File: src/rtl/const_pkg.sv
// ---------------------------------------------------------------------------
// const_pkg
//   Shared single-bit constants so that drive levels read as intent
//   (HIGH/LOW) rather than bare literals.
// ---------------------------------------------------------------------------
package const_pkg;

  localparam logic LOW  = 1'b0;
  localparam logic HIGH = 1'b1;

endpackage : const_pkg

File: src/rtl/fta_bus_pkg.sv
// ---------------------------------------------------------------------------
// fta_bus_pkg
//   32-bit FTA command bus types shared by fabric masters and slaves,
//   plus the state type of the WISHBONE-to-FTA bridge.
//
//   fta_cmd_request32_t  : master -> fabric command (one beat)
//   fta_cmd_response32_t : fabric -> master response, matched by tid
//   fta_cti_t            : cycle type; CLASSIC = no response expected for
//                          writes, ERC = write that returns a response
//   fta_err_t            : response status; IRQ marks an interrupt message
//                          that carries no transaction completion
// ---------------------------------------------------------------------------
package fta_bus_pkg;

  typedef enum logic [2:0] {
    CLASSIC = 3'd0,
    FIXED   = 3'd1,
    INCR    = 3'd2,
    ERC     = 3'd7
  } fta_cti_t;

  typedef enum logic [1:0] {
    OKAY   = 2'd0,
    DECERR = 2'd1,
    SLVERR = 2'd2,
    IRQ    = 2'd3
  } fta_err_t;

  typedef struct packed {
    logic        cyc;
    logic        stb;
    logic        we;
    fta_cti_t    cti;
    logic [3:0]  sel;
    logic [31:0] padr;
    logic [31:0] dat;
    logic [12:0] tid;
    logic [3:0]  pri;
  } fta_cmd_request32_t;

  typedef struct packed {
    logic        ack;
    logic [12:0] tid;
    fta_err_t    err;
    logic [31:0] dat;
  } fta_cmd_response32_t;

  typedef enum logic [2:0] {
    IDLE = 3'd0,
    REQ  = 3'd1,
    WAIT = 3'd2,
    ACK  = 3'd3,
    ERR  = 3'd4
  } wb2fta_state_t;

endpackage : fta_bus_pkg

File: src/rtl/wb2fta_bridge32.sv
// ---------------------------------------------------------------------------
// wb2fta_bridge32
//   Classic WISHBONE slave that turns each WISHBONE cycle into one tagged
//   FTA request. Reads (and writes when ERC_WRITES=1) wait for the response
//   whose tid matches the issued one; fire-and-forget writes ack at once.
//   IRQ response messages are forwarded as a one-cycle irq_o pulse.
//
//   Handshake: a WISHBONE transfer is offered while wb_cyc_i & wb_stb_i are
//   high and is sampled only in IDLE; it completes with exactly one cycle of
//   wb_ack_o or wb_err_o. Dropping wb_cyc_i before completion abandons it
//   silently. wb_stall_o is high whenever the bridge cannot sample a new
//   transfer. On the FTA side req.cyc is high for exactly one cycle per
//   request; resp.ack marks a valid response beat (no back-pressure).
//
// Ports
//   clk, rst      : clock, synchronous active-high reset
//   wb_cyc_i/stb_i/we_i/sel_i/adr_i/dat_i : WISHBONE request
//   wb_dat_o/ack_o/err_o/stall_o          : WISHBONE completion
//   req           : FTA request (all-zero outside the REQ state)
//   resp          : FTA response
//   irq_o         : one-cycle pulse per IRQ response
//   dbg_state_o   : current FSM state, for debug/checkers
// ---------------------------------------------------------------------------
module wb2fta_bridge32
  import fta_bus_pkg::*;
  import const_pkg::*;
#(
  parameter logic [12:0] TID_BASE   = 13'h0100,
  parameter logic [3:0]  PRI        = 4'd7,
  parameter logic        ERC_WRITES = 1'b0,
  parameter int          TIMEOUT    = 1023
) (
  input  logic                clk,
  input  logic                rst,
  input  logic                wb_cyc_i,
  input  logic                wb_stb_i,
  input  logic                wb_we_i,
  input  logic [3:0]          wb_sel_i,
  input  logic [31:0]         wb_adr_i,
  input  logic [31:0]         wb_dat_i,
  output logic [31:0]         wb_dat_o,
  output logic                wb_ack_o,
  output logic                wb_err_o,
  output logic                wb_stall_o,
  output fta_cmd_request32_t  req,
  input  fta_cmd_response32_t resp,
  output logic                irq_o,
  output wb2fta_state_t       dbg_state_o
);

  // Counter only has to hold 0..TIMEOUT-1: WAIT is left when it hits TIMEOUT-1.
  localparam int CNT_W = (TIMEOUT > 2) ? $clog2(TIMEOUT) : 1;
  localparam logic [CNT_W-1:0] CNT_LAST = CNT_W'(TIMEOUT - 1);

  wb2fta_state_t      state_q, state_d;
  logic [3:0]         seq_q, seq_d;
  logic [12:0]        tid_q, tid_d;
  logic               we_q, we_d;
  logic [CNT_W-1:0]   cnt_q, cnt_d;
  fta_cmd_request32_t req_q, req_d;
  logic [31:0]        dat_q, dat_d;
  logic               ack_q, ack_d;
  logic               err_q, err_d;
  logic               irq_q, irq_d;

  logic               resp_match;
  logic               resp_ok;

  // IRQ messages may reuse any tid, so they are excluded from completion.
  assign resp_match = resp.ack && (resp.tid == tid_q) && (resp.err != IRQ);
  assign resp_ok    = (resp.err == OKAY);

  always_comb begin
    state_d = state_q;
    seq_d   = seq_q;
    tid_d   = tid_q;
    we_d    = we_q;
    cnt_d   = '0;
    req_d   = '0;
    dat_d   = dat_q;

    case (state_q)
      IDLE: begin
        if (wb_cyc_i && wb_stb_i) begin
          state_d    = REQ;
          we_d       = wb_we_i;
          tid_d      = {TID_BASE[12:4], seq_q};
          req_d.cyc  = HIGH;
          req_d.stb  = HIGH;
          req_d.we   = wb_we_i;
          req_d.cti  = (wb_we_i && ERC_WRITES) ? ERC : CLASSIC;
          req_d.sel  = wb_sel_i;
          req_d.padr = wb_adr_i;
          req_d.dat  = wb_dat_i;
          req_d.tid  = {TID_BASE[12:4], seq_q};
          req_d.pri  = PRI;
        end
      end

      REQ: begin
        // The request is already on the bus this cycle, even if aborted.
        seq_d = seq_q + 4'd1;
        if (!wb_cyc_i) begin
          state_d = IDLE;
        end else if (!we_q || ERC_WRITES) begin
          state_d = WAIT;
        end else begin
          state_d = ACK;
        end
      end

      WAIT: begin
        cnt_d = cnt_q + CNT_W'(1);
        if (!wb_cyc_i) begin
          state_d = IDLE;
        end else if (resp_match) begin
          // A match in the timeout cycle still completes normally.
          state_d = resp_ok ? ACK : ERR;
          if (!we_q && resp_ok) begin
            dat_d = resp.dat;
          end
        end else if (cnt_q == CNT_LAST) begin
          state_d = ERR;
        end
      end

      ACK:     state_d = IDLE;
      ERR:     state_d = IDLE;
      default: state_d = IDLE;
    endcase

    ack_d = (state_d == ACK) ? HIGH : LOW;
    err_d = (state_d == ERR) ? HIGH : LOW;
    irq_d = (resp.ack && (resp.err == IRQ)) ? HIGH : LOW;
  end

  always_ff @(posedge clk) begin
    if (rst) begin
      state_q <= IDLE;
      seq_q   <= '0;
      tid_q   <= '0;
      we_q    <= LOW;
      cnt_q   <= '0;
      req_q   <= '0;
      dat_q   <= '0;
      ack_q   <= LOW;
      err_q   <= LOW;
      irq_q   <= LOW;
    end else begin
      state_q <= state_d;
      seq_q   <= seq_d;
      tid_q   <= tid_d;
      we_q    <= we_d;
      cnt_q   <= cnt_d;
      req_q   <= req_d;
      dat_q   <= dat_d;
      ack_q   <= ack_d;
      err_q   <= err_d;
      irq_q   <= irq_d;
    end
  end

  assign req         = req_q;
  assign wb_dat_o    = dat_q;
  assign wb_ack_o    = ack_q;
  assign wb_err_o    = err_q;
  assign wb_stall_o  = (state_q != IDLE);
  assign irq_o       = irq_q;
  assign dbg_state_o = state_q;

endmodule : wb2fta_bridge32

File: config.mk
export PLATFORM = sky130hd
export DESIGN_NAME = wb2fta_bridge32
export DESIGN_NICKNAME = d
export VERILOG_FILES = /design/src/rtl/const_pkg.sv /design/src/rtl/fta_bus_pkg.sv /design/src/rtl/wb2fta_bridge32.sv
export SDC_FILE = /design/constraint.sdc
export NUM_CORES = 1
export LEC_CHECK = 0
export ABC_AREA = 1
export CORE_UTILIZATION = 36
export DETAILED_ROUTE_END_ITERATION = 6
export GPL_TIMING_DRIVEN = 1
export PLACE_DENSITY = 0.77
export SLEW_MARGIN = 10
export SYNTH_ARGS = -nofsm -noshare
export SYNTH_HDL_FRONTEND = slang
export SYNTH_SLANG_ARGS = --single-unit
File: constraint.sdc
create_clock -name clk -period 1.2 [get_ports clk]
set_input_delay 0.24 -clock clk [delete_from_list [all_inputs] [get_ports clk]]
set_output_delay 0.24 -clock clk [all_outputs]
set_load 0.01 [all_outputs]
==> results_dict.tcl, run 1 <==
set metrics [dict create \
    cts_hold_buf 0 \
    finalHoldViolations 0 \
    grt_start_max_net_pins 65 \
    grt_overflow 0 \
    layout-drive-gt1-share_pct 30.09 \
    die-area_sq_um 14010 \
    setup_violations 123 \
    peakVddDrop_uv 873.3 \
    violations "setup timing" \
    routed_via_density 4.136 \
    pin_count 251 \
    cp-end-kind "flip-flop" \
    postPlaceCellArea_sq_um 7700 \
    antenna_found_initial 0 \
    worstSetupPathType "reg2reg" \
    fin_ws_ns -0.2589 \
    timing.rr.start "tid_q[8]" \
    synth_cells 660 \
    reg2reg_depth 10 \
    ff2ff_setup_slack_ns -0.26 \
    grt_pass1_wl_mm 19.66 \
    grt_pass1_vias 4284 \
    dp_cells 1097 \
    avgSynthCellArea_sq_um 7.386 \
    fin_area_sq_um 8318 \
    dp_hpwl_mm 8.971 \
    postRouteAntennaNets 0 \
    hold_class "in2reg" \
    syn_area_sq_um 4875 \
    fin_crit_ns 1.459 \
    coreArea_sq_um 13240 \
    chipWidth_um 118.4 \
    min_to "irq_o" \
    rsz0062_at_grt "yes" \
    worstPathRequired_ns 1.54 \
    ys_ff_latch 132 \
    finalCritPeriodShare_pct 121.6 \
    path_max_fanout 16 \
    p_per_area_nw_per_um2 1323 \
    worstSetupStartpoint "tid_q[8]" \
    rows 42 \
    crit_path_start_kind "flip-flop" \
    syn2layout_area_growth_pct 70.64 \
    detail_route.wl_per_cell_um 11.76 \
    numCtsBuffers 17 \
    start_util_pct 36.81 \
    hold_path_depth 4 \
    leakagePower_uw 0.004472 \
    htreeDepth 4 \
    root_buffer "clkbuf_16" \
    drv_cap 0 \
    clk_pin_slew_ns 0.06 \
    max_freq_mhz 685.5 \
    cts_tree "yes" \
    crit_arrival_ns 1.80 \
    nNetsFinal 1079 \
    clock_sinks 132 \
    status "complete, but fails checks" \
    gp_congestion 0.7640 \
    tns_ns -12.53 \
    clk_latency_ns 0.41 \
    drc 0 \
    ys_seq_area_share_pct 54.21 \
    vias 4727 \
    dr.pass1.iters 5 \
    reg2reg_to "wb_dat_o[13]" \
    ys_warn_count 0 \
    min-delay-start "resp[47]" \
    cts_max_path_buffers 2 \
    drt_wl_total_mm 13.44 \
    die_height_um 118.4 \
    n_antenna_cell 0 \
    drt-initial-drc-count 155 \
    yosysUniqueCellTypes 27 \
    finalMaxSlewViolations 0 \
    grt_use_total_pct 17.80 \
    portBuffers 238 \
    final_cells 1143 \
    skew_ns 0.009042 \
]
==> power breakdown <==
group / switching [uW] / total (uW) / internal (uW)
Clock: 1820 / 5600 / 3770
Sequential: 26.4 / 4490 / 4460
Combinational: 369 / 924 / 555
==> per-layer routing <==
metal / part of all wire, % / vias to the layer above / track usage (%)
met2: 51 / 169 / 31.03
met5: 0 / - / 0
met1: 39 / 2088 / 18.80
li1: - / 2455 / -
met4: 1.4 / 0 / 7.372
met3: 8.5 / 15 / 7.432
==> cell usage in the layout, fill, tap and decap left out, drive strengths merged <==
master and instances:
ha 3, a21oi 10, clkinv 5, o21ai 4
nor2 170, dlymetal6s2s 10, clkdlybuf4s50 107, dfxtp 132
conb 12, nand3 6, nor3 7, nand2 128
nand4 3, a31oi 1, o22ai 5, clkdlybuf4s15 8
bufinv 5, inv 149, buf 159, a211oi 1
nor4 1, dlygate4sd2 3, clkbuf 34, xor2 1
or2 2, xnor2 1
==> stage by stage <==
stage / power [uW] / hold WS (ns) / setup slack (ns) / utilization, %
floorplan: 4885 / 0.3522 / -0.06086 / -
global placement: 5505 / 0.4616 / -0.5981 / 58.14
detailed placement: 5516 / 0.4721 / -0.6473 / 58.14
CTS: 11100 / 0.3282 / -0.1783 / 61.74
global route: 11450 / 0.2278 / -0.3521 / 62.81
finish: 11010 / 0.2145 / -0.2589 / 62.81
==> Yosys cell counts, drive strengths merged <==
library cell / n / area [sq um]
or2: 2 / 12.51
nor2: 170 / 653.1
ha: 3 / 37.54
a21oi: 10 / 50.05
conb: 1 / 3.750
dfxtp: 132 / 2643
nand4: 3 / 33.78
o22ai: 5 / 31.28
nand2: 128 / 480.5
a31oi: 1 / 6.260
clkinv: 1 / 3.750
nand3: 6 / 30.03
clkbuf: 6 / 22.52
a211oi: 1 / 7.510
nor4: 1 / 6.260
nor3: 7 / 35.03
buf: 29 / 225.2
xor2: 1 / 8.760
xnor2: 1 / 8.760
o21ai: 4 / 20.02
inv: 148 / 555.5
==> sequential cells by signal, summed over array words and instances, names as in the netlist <==
register / flops
req: 74
wb_dat_o: 32
cnt_q: 10
tid_q: 5
seq_q: 4
dbg_state_o: 3
irq_o: 1
wb_ack_o: 1
wb_err_o: 1
we_q: 1
==> logic make-up after synthesis <==
logic type | synth area share, %
adder cells (fa/ha/maj) | 0.7701
AO/OA/AOI/OAI | 2.362
other | 0.07693
flip-flops | 54.21
AND/OR/NAND/NOR | 25.67
buffers and inverters | 16.56
XOR/XNOR | 0.3594
==> how the worst max path moves through the flow <==
stage                     end  slack, ns
2_1_floorplan     wb_dat_o[0]      -0.06
3_3_place_gp   dbg_state_o[1]      -0.60
3_5_place_dp      wb_dat_o[9]      -0.65
4_1_cts          wb_dat_o[13]      -0.18
5_1_grt          wb_dat_o[16]      -0.35
6_report         wb_dat_o[13]      -0.26
==> layout make-up <==
type | instances | area, sq um
clock buffer | 21 | 460.4
fill | 1131 | 4925
inverter | 149 | 569.3
sequential | 132 | 2668
tap | 176 | 220.2
clock inverter | 10 | 178.9
timing repair buffer | 300 | 2557
multi-input combinational | 355 | 1664
==> critical path, cell delays in order, from the launching register on <==
cell and delay [ns]:
dfxtp_1 0.31, inv_1 0.07, nand2_1 0.06, nand2_2 0.08, nand2_2 0.07, nor2_4 0.12, nand4_4 0.22, clkbuf_16 0.25
nand2_1 0.06, nand2_1 0.04, nor2_1 0.10
==> what timing repair did <==
| item | 4_1_cts | 5_1_grt |
|---|---|---|
| gates resized for setup | 435 | 127 |
| buffers inserted | 1 | 8 |
| endpoints found under the setup margin | 180 | 184 |
| pin swaps | 1 | 13 |
| gates cloned | 0 | 7 |
| endpoints found under the hold margin | 0 | 0 |
No activity file was read; power rests on OpenSTA's default activity.
==> inputs of run 2 (changes only) <==
PLACE_DENSITY = 0.85   (was 0.77)
==> run 2 against run 1 <==
  * Combinational power grew 21%
  * Count of clock-buffer cells in the layout rose by 3
  * Utilization grew 3.8 points
  * Critical endpoint is now req[51]
  * The run still ends with setup timing left
==> results_dict.tcl, run 2 (synthesis results as in run 1) <==
set metrics [dict create \
    status "complete, but fails checks" \
    portBuffers 238 \
    hold_class "in2reg" \
    routed_via_density 4.245 \
    violations "setup timing" \
    finalMaxSlewViolations 0 \
    layout-drive-gt1-share_pct 37.13 \
    grt_use_total_pct 19.95 \
    cts_tree "yes" \
    fillers 1088 \
    setup_violations 124 \
    tns_ns -21.07 \
    p_sw_share_pct 22.28 \
    worstPathRequired_ns 1.56 \
    drt-initial-drc-count 134 \
    nNetsFinal 1086 \
    power.switching_uw 2352 \
    die-area_sq_um 14010 \
    dp_hpwl_mm 9.446 \
    path_max_fanout 8 \
    finalHoldViolations 0 \
    postPlaceCellArea_sq_um 7655 \
    start_util_pct 36.81 \
    max_freq_mhz 690.3 \
    reg2reg_depth 7 \
    grt_pass1_wl_mm 21.84 \
    cts_hold_buf 0 \
    comb_power_share_pct 10.7 \
    final_cells 1152 \
    grt_overflow 0 \
    gp_congestion 0.8167 \
    cts_max_path_buffers 2 \
    dp_cells 1091 \
    clock_sinks 132 \
    finalCritPeriodShare_pct 120.7 \
    largest_reg_flops 74 \
    crit_arrival_ns 1.80 \
    fin_total_pwr_uw 10550 \
    leakagePower_uw 0.004537 \
    rows 42 \
    syn2layout_area_growth_pct 80.98 \
    grt_start_max_net_pins 65 \
    skew_ns 0.01069 \
    drt_wl_total_mm 14.71 \
    clk_pin_slew_ns 0.06 \
    drv_cap 0 \
    p_int_uw 8202 \
    htreeDepth 4 \
    layout_common_cells "inv_1 (133), dfxtp_1 (116), clkdlybuf4s50_1 (110)" \
    die_height_um 118.4 \
    pin_count 251 \
    peakVddDrop_uv 830.4 \
    vias 4890 \
    hold_path_depth 3 \
    p_per_area_nw_per_um2 1196 \
    numCtsBuffers 17 \
    fin_crit_ns 1.449 \
    chipWidth_um 118.4 \
    root_buffer "clkbuf_16" \
    cp-end-kind "flip-flop" \
    fin_ws_ns -0.2487 \
    seqPwrFrac_pct 42.5 \
    rsz0062_at_grt "yes" \
    detail_route.wl_per_cell_um 12.77 \
    dr.pass1.iters 5 \
    p_clk_share_pct 46.9 \
    grt_pass1_vias 4796 \
    coreArea_sq_um 13240 \
    antenna_found_initial 1 \
    postRouteAntennaNets 0 \
    crit_path_start_kind "flip-flop" \
    worstSetupPathType "reg2reg" \
    drc 0 \
    clk_latency_ns 0.42 \
    fin_area_sq_um 8822 \
    final_common_cell "inv_1" \
]
## run 2: stage by stage
step	util (%)	worst slack, ns	hold WS, ns
after floorplan	-	-0.06086	0.3522
after global placement	57.80	-0.5404	0.4607
after detailed placement	57.80	-0.5850	0.4728
after CTS	63.23	-0.1682	0.3307
after global routing	66.62	-0.3163	0.1453
final	66.62	-0.2487	0.1326
## run 2: timing repair
| item | 4_1_cts | 5_1_grt |
|---|---|---|
| setup buffers | 6 | 13 |
| setup endpoints to repair | 212 | 191 |
| resized for setup | 468 | 221 |
| hold endpoints to repair | 0 | 0 |
| cloned | 4 | 9 |
| pin swaps | 10 | 10 |
## run 2: worst max-delay path, stage by stage, from the launching register on
cell       delay [ns]
dfxtp_4          0.37
nor2_4           0.10
nand4_1          0.12
nor2_2           0.19
clkinv_4         0.17
buf_12           0.18
clkbuf_16        0.17
nor2_1           0.08
## run 2: path summary, 6_finish.rpt
path,from,endpoint,slack [ns]
worst max register to register,dbg_state_o[2],req[51],-0.25
worst min-delay path,resp[33],irq_o,0.13
worst min register to register,wb_dat_o[19],wb_dat_o[19],0.50
worst max-delay path,dbg_state_o[2],req[51],-0.25
## run 2: area by class of cell
type                    instances  area, sq um  share of cell area (%)
repair buffers                307         2693                   30.52
well taps                     176        220.2                   2.496
clock inverters                 8        73.82                  0.8368
flip-flops and latches        132         2670                   30.27
inverters                     149        568.0                   6.439
clock buffers                  24        501.7                   5.687
multi-input cells             355         2093                   23.73
diodes                          1        2.502                 0.02836
## run 2: power by group through the flow
| stage | logic (uW) | registers [uW] | clock network [uW] |
|---|---|---|---|
| floorplan | 267 | 4620 | 0 |
| detailed placement | 924 | 4580 | 0 |
| global placement | 913 | 4580 | 0 |
| global route | 1210 | 4490 | 5280 |
| finish | 1120 | 4480 | 4950 |
| CTS | 984 | 4480 | 5060 |
## run 2: layer usage
layer / wire, um / vias to the layer above / global-route usage (%)
met4: 270 / 0 / 9.135
li1: - / 2470 / -
met1: 5642 / 2209 / 20.56
met5: 0 / - / 0
met2: 7654 / 190 / 35.92
met3: 1140 / 21 / 7.143
==> inputs of run 3 (changes only) <==
CORE_UTILIZATION = 40   (was 36)
GPL_TIMING_DRIVEN = 0   (was 1)
PLACE_DENSITY = 0.89   (was 0.85)
clock period = 1.5 ns   (was 1.2 ns; I/O delays follow)
==> run 3 against run 2 <==
  * The flow now finishes without violations
  * Register-to-register slack better by 0.27 ns
  * Wire length is 7.2% lower
  * Largest cell class unchanged
  * Global-route usage is 1.9 points higher
  * Total power is 19% lower
  * Combinational power is 37% lower
  * Cell area is 5.1% lower
  * Die area is 9.8% lower
  * Largest power group unchanged
  * Utilization is 5.1 points higher
  * Count of clock-buffer cells in the layout is 4 lower
==> results_dict.tcl, run 3 (synthesis results as in run 1) <==
set metrics [dict create \
    status "finished, final reports clean" \
    max_slew_margin_pct 66.29 \
    crit_arrival_ns 1.84 \
    min_to "dbg_state_o[2]" \
    postRouteAntennaNets 0 \
    p_clk_share_pct 49.7 \
    timing.rr.start "dbg_state_o[2]" \
    p_sw_share_pct 21.32 \
    drt_wl_total_mm 13.65 \
    fin_total_pwr_uw 8553 \
    numCtsBuffers 17 \
    pin_count 251 \
    seqPwrFrac_pct 41.9 \
    n_antenna_cell 0 \
    worstPathRequired_ns 1.84 \
    comb_power_share_pct 8.3 \
    hold_path_depth 2 \
    fin_crit_ns 1.500 \
    rows 39 \
    grt_overflow 0 \
    leakagePower_uw 0.004588 \
    die-area_sq_um 12630 \
    final_cells 1103 \
    drc 0 \
    clock_sinks 132 \
    root_buffer "clkbuf_16" \
    path_max_fanout 6 \
    clk_latency_ns 0.41 \
    peakVddDrop_uv 911.4 \
    final_common_cell "nor2_1" \
    p_per_area_nw_per_um2 1022 \
    finalCritPeriodShare_pct 99.97 \
    cpPeakStageDelay_ns 0.49 \
    vias 4777 \
    grt_pass1_wl_mm 21.32 \
    die_height_um 112.4 \
    cp_cell_sequence "clkdlybuf4s50_1, nand2_1, nand2_2, nand2_2, nor2_4, nand4_4, buf_6, nand2_2, nand2_1, nor2_1" \
    htreeDepth 4 \
    finalMaxSlewViolations 0 \
    min-delay-start "rst" \
    met2_length_mm 7.138 \
    routed_via_density 4.331 \
    grt_use_total_pct 21.87 \
    gp_congestion 0.7611 \
    drv_cap 0 \
    tightest_slew_ns 0.5056 \
    largest_reg_flops 74 \
    met1_length_mm 4.933 \
    met3_length_mm 1.221 \
    p_int_uw 6729 \
    highest_layer "met5" \
    portBuffers 237 \
    cts_tree "yes" \
    ff2ff_setup_slack_ns 0.02 \
    worstSetupPathType "in2reg" \
    coreArea_sq_um 11660 \
    clk_pin_slew_ns 0.06 \
    detail_route.wl_per_cell_um 12.38 \
    critPathSlowestCell "clkdlybuf4s50_1" \
    setup_violations 0 \
    skew_ns 0.007266 \
    fillers 919 \
    crit_path_start_kind "primary input" \
    nNetsFinal 1071 \
    max_freq_mhz 666.8 \
    start_util_pct 41.80 \
    crit_top_cell "nand2_2" \
    cp-end-kind "flip-flop" \
    tns_ns 0 \
    dp_hpwl_mm 9.644 \
    cts_hold_buf 0 \
    layout-drive-gt1-share_pct 16.88 \
    finalHoldViolations 0 \
    power.switching_uw 1824 \
    drt-initial-drc-count 205 \
    rsz0062_at_grt "yes" \
    reg2reg_depth 8 \
    chipWidth_um 112.4 \
    layout_common_cells "nor2_1 (147), inv_1 (134), dlygate4sd2_1 (129)" \
    hold_class "in2reg" \
    grt_pass1_vias 4746 \
    grt_start_max_net_pins 17 \
    antenna_found_initial 1 \
    dr.pass1.iters 4 \
    syn2layout_area_growth_pct 71.69 \
    dp_cells 1051 \
    cts_max_path_buffers 2 \
    reg2reg_to "wb_dat_o[25]" \
]
-- run 3: cell type report --
| class | instances | area [sq um] | share of cell area, % |
|---|---|---|---|
| tap | 143 | 178.9 | 2.138 |
| timing repair buffer | 255 | 2404 | 28.72 |
| sequential | 132 | 2655 | 31.72 |
| buffer | 35 | 272.8 | 3.259 |
| clock inverter | 12 | 151.4 | 1.809 |
| multi-input combinational | 357 | 1682 | 20.09 |
| clock buffer | 20 | 466.7 | 5.576 |
| inverter | 149 | 559.3 | 6.683 |
-- run 3: power groups by stage --
| stage | Combinational (uW) | Clock (uW) | Sequential (uW) |
|---|---|---|---|
| 2_1_floorplan | 212 | 0 | 3690 |
| 3_3_place_gp | 716 | 0 | 3660 |
| 3_5_place_dp | 725 | 0 | 3670 |
| 4_1_cts | 696 | 4340 | 3590 |
| 5_1_grt | 778 | 4520 | 3590 |
| 6_report | 711 | 4250 | 3590 |
-- run 3: worst max-delay path by stage --
| stage | startpoint | to | cells past startpoint |
|---|---|---|---|
| 3_3_place_gp | resp[47] | wb_dat_o[12] | 9 |
| 2_1_floorplan | dbg_state_o[1] | wb_dat_o[10] | 6 |
| 5_1_grt | resp[38] | wb_dat_o[25] | 11 |
| 6_report | resp[42] | wb_dat_o[25] | 10 |
| 3_5_place_dp | resp[47] | wb_dat_o[12] | 9 |
| 4_1_cts | dbg_state_o[1] | wb_stall_o | 3 |
-- run 3: repair_timing --
action,4_1_cts,5_1_grt
setup endpoints to repair,166,83
pin swaps,14,20
resized for setup,167,67
gates cloned,7,1
setup buffers,7,5
-- run 3: critical path: cells and delay by family --
family,cells,cell delay [ns]
simple gates,8,0.83
buf+inv,2,0.71
-- run 3: metal layers --
metal	up-vias	GRT usage, %
met5	-	0
met4	2	10.58
met3	31	9.017
met2	191	40.33
met1	2112	21.02
li1	2441	-
-- run 3: through the flow --
stage	utilization, %	setup WS [ns]	area, sq um	hold slack, ns
2_1_floorplan	-	0.1531	4916	0.4122
3_3_place_gp	64.03	-0.5277	7467	0.4594
3_5_place_dp	64.03	-0.5437	7467	0.4693
4_1_cts	70.06	0.003462	8170	0.2919
5_1_grt	71.76	-0.1075	8369	0.3395
6_report	71.76	0.0003831	8369	0.3146
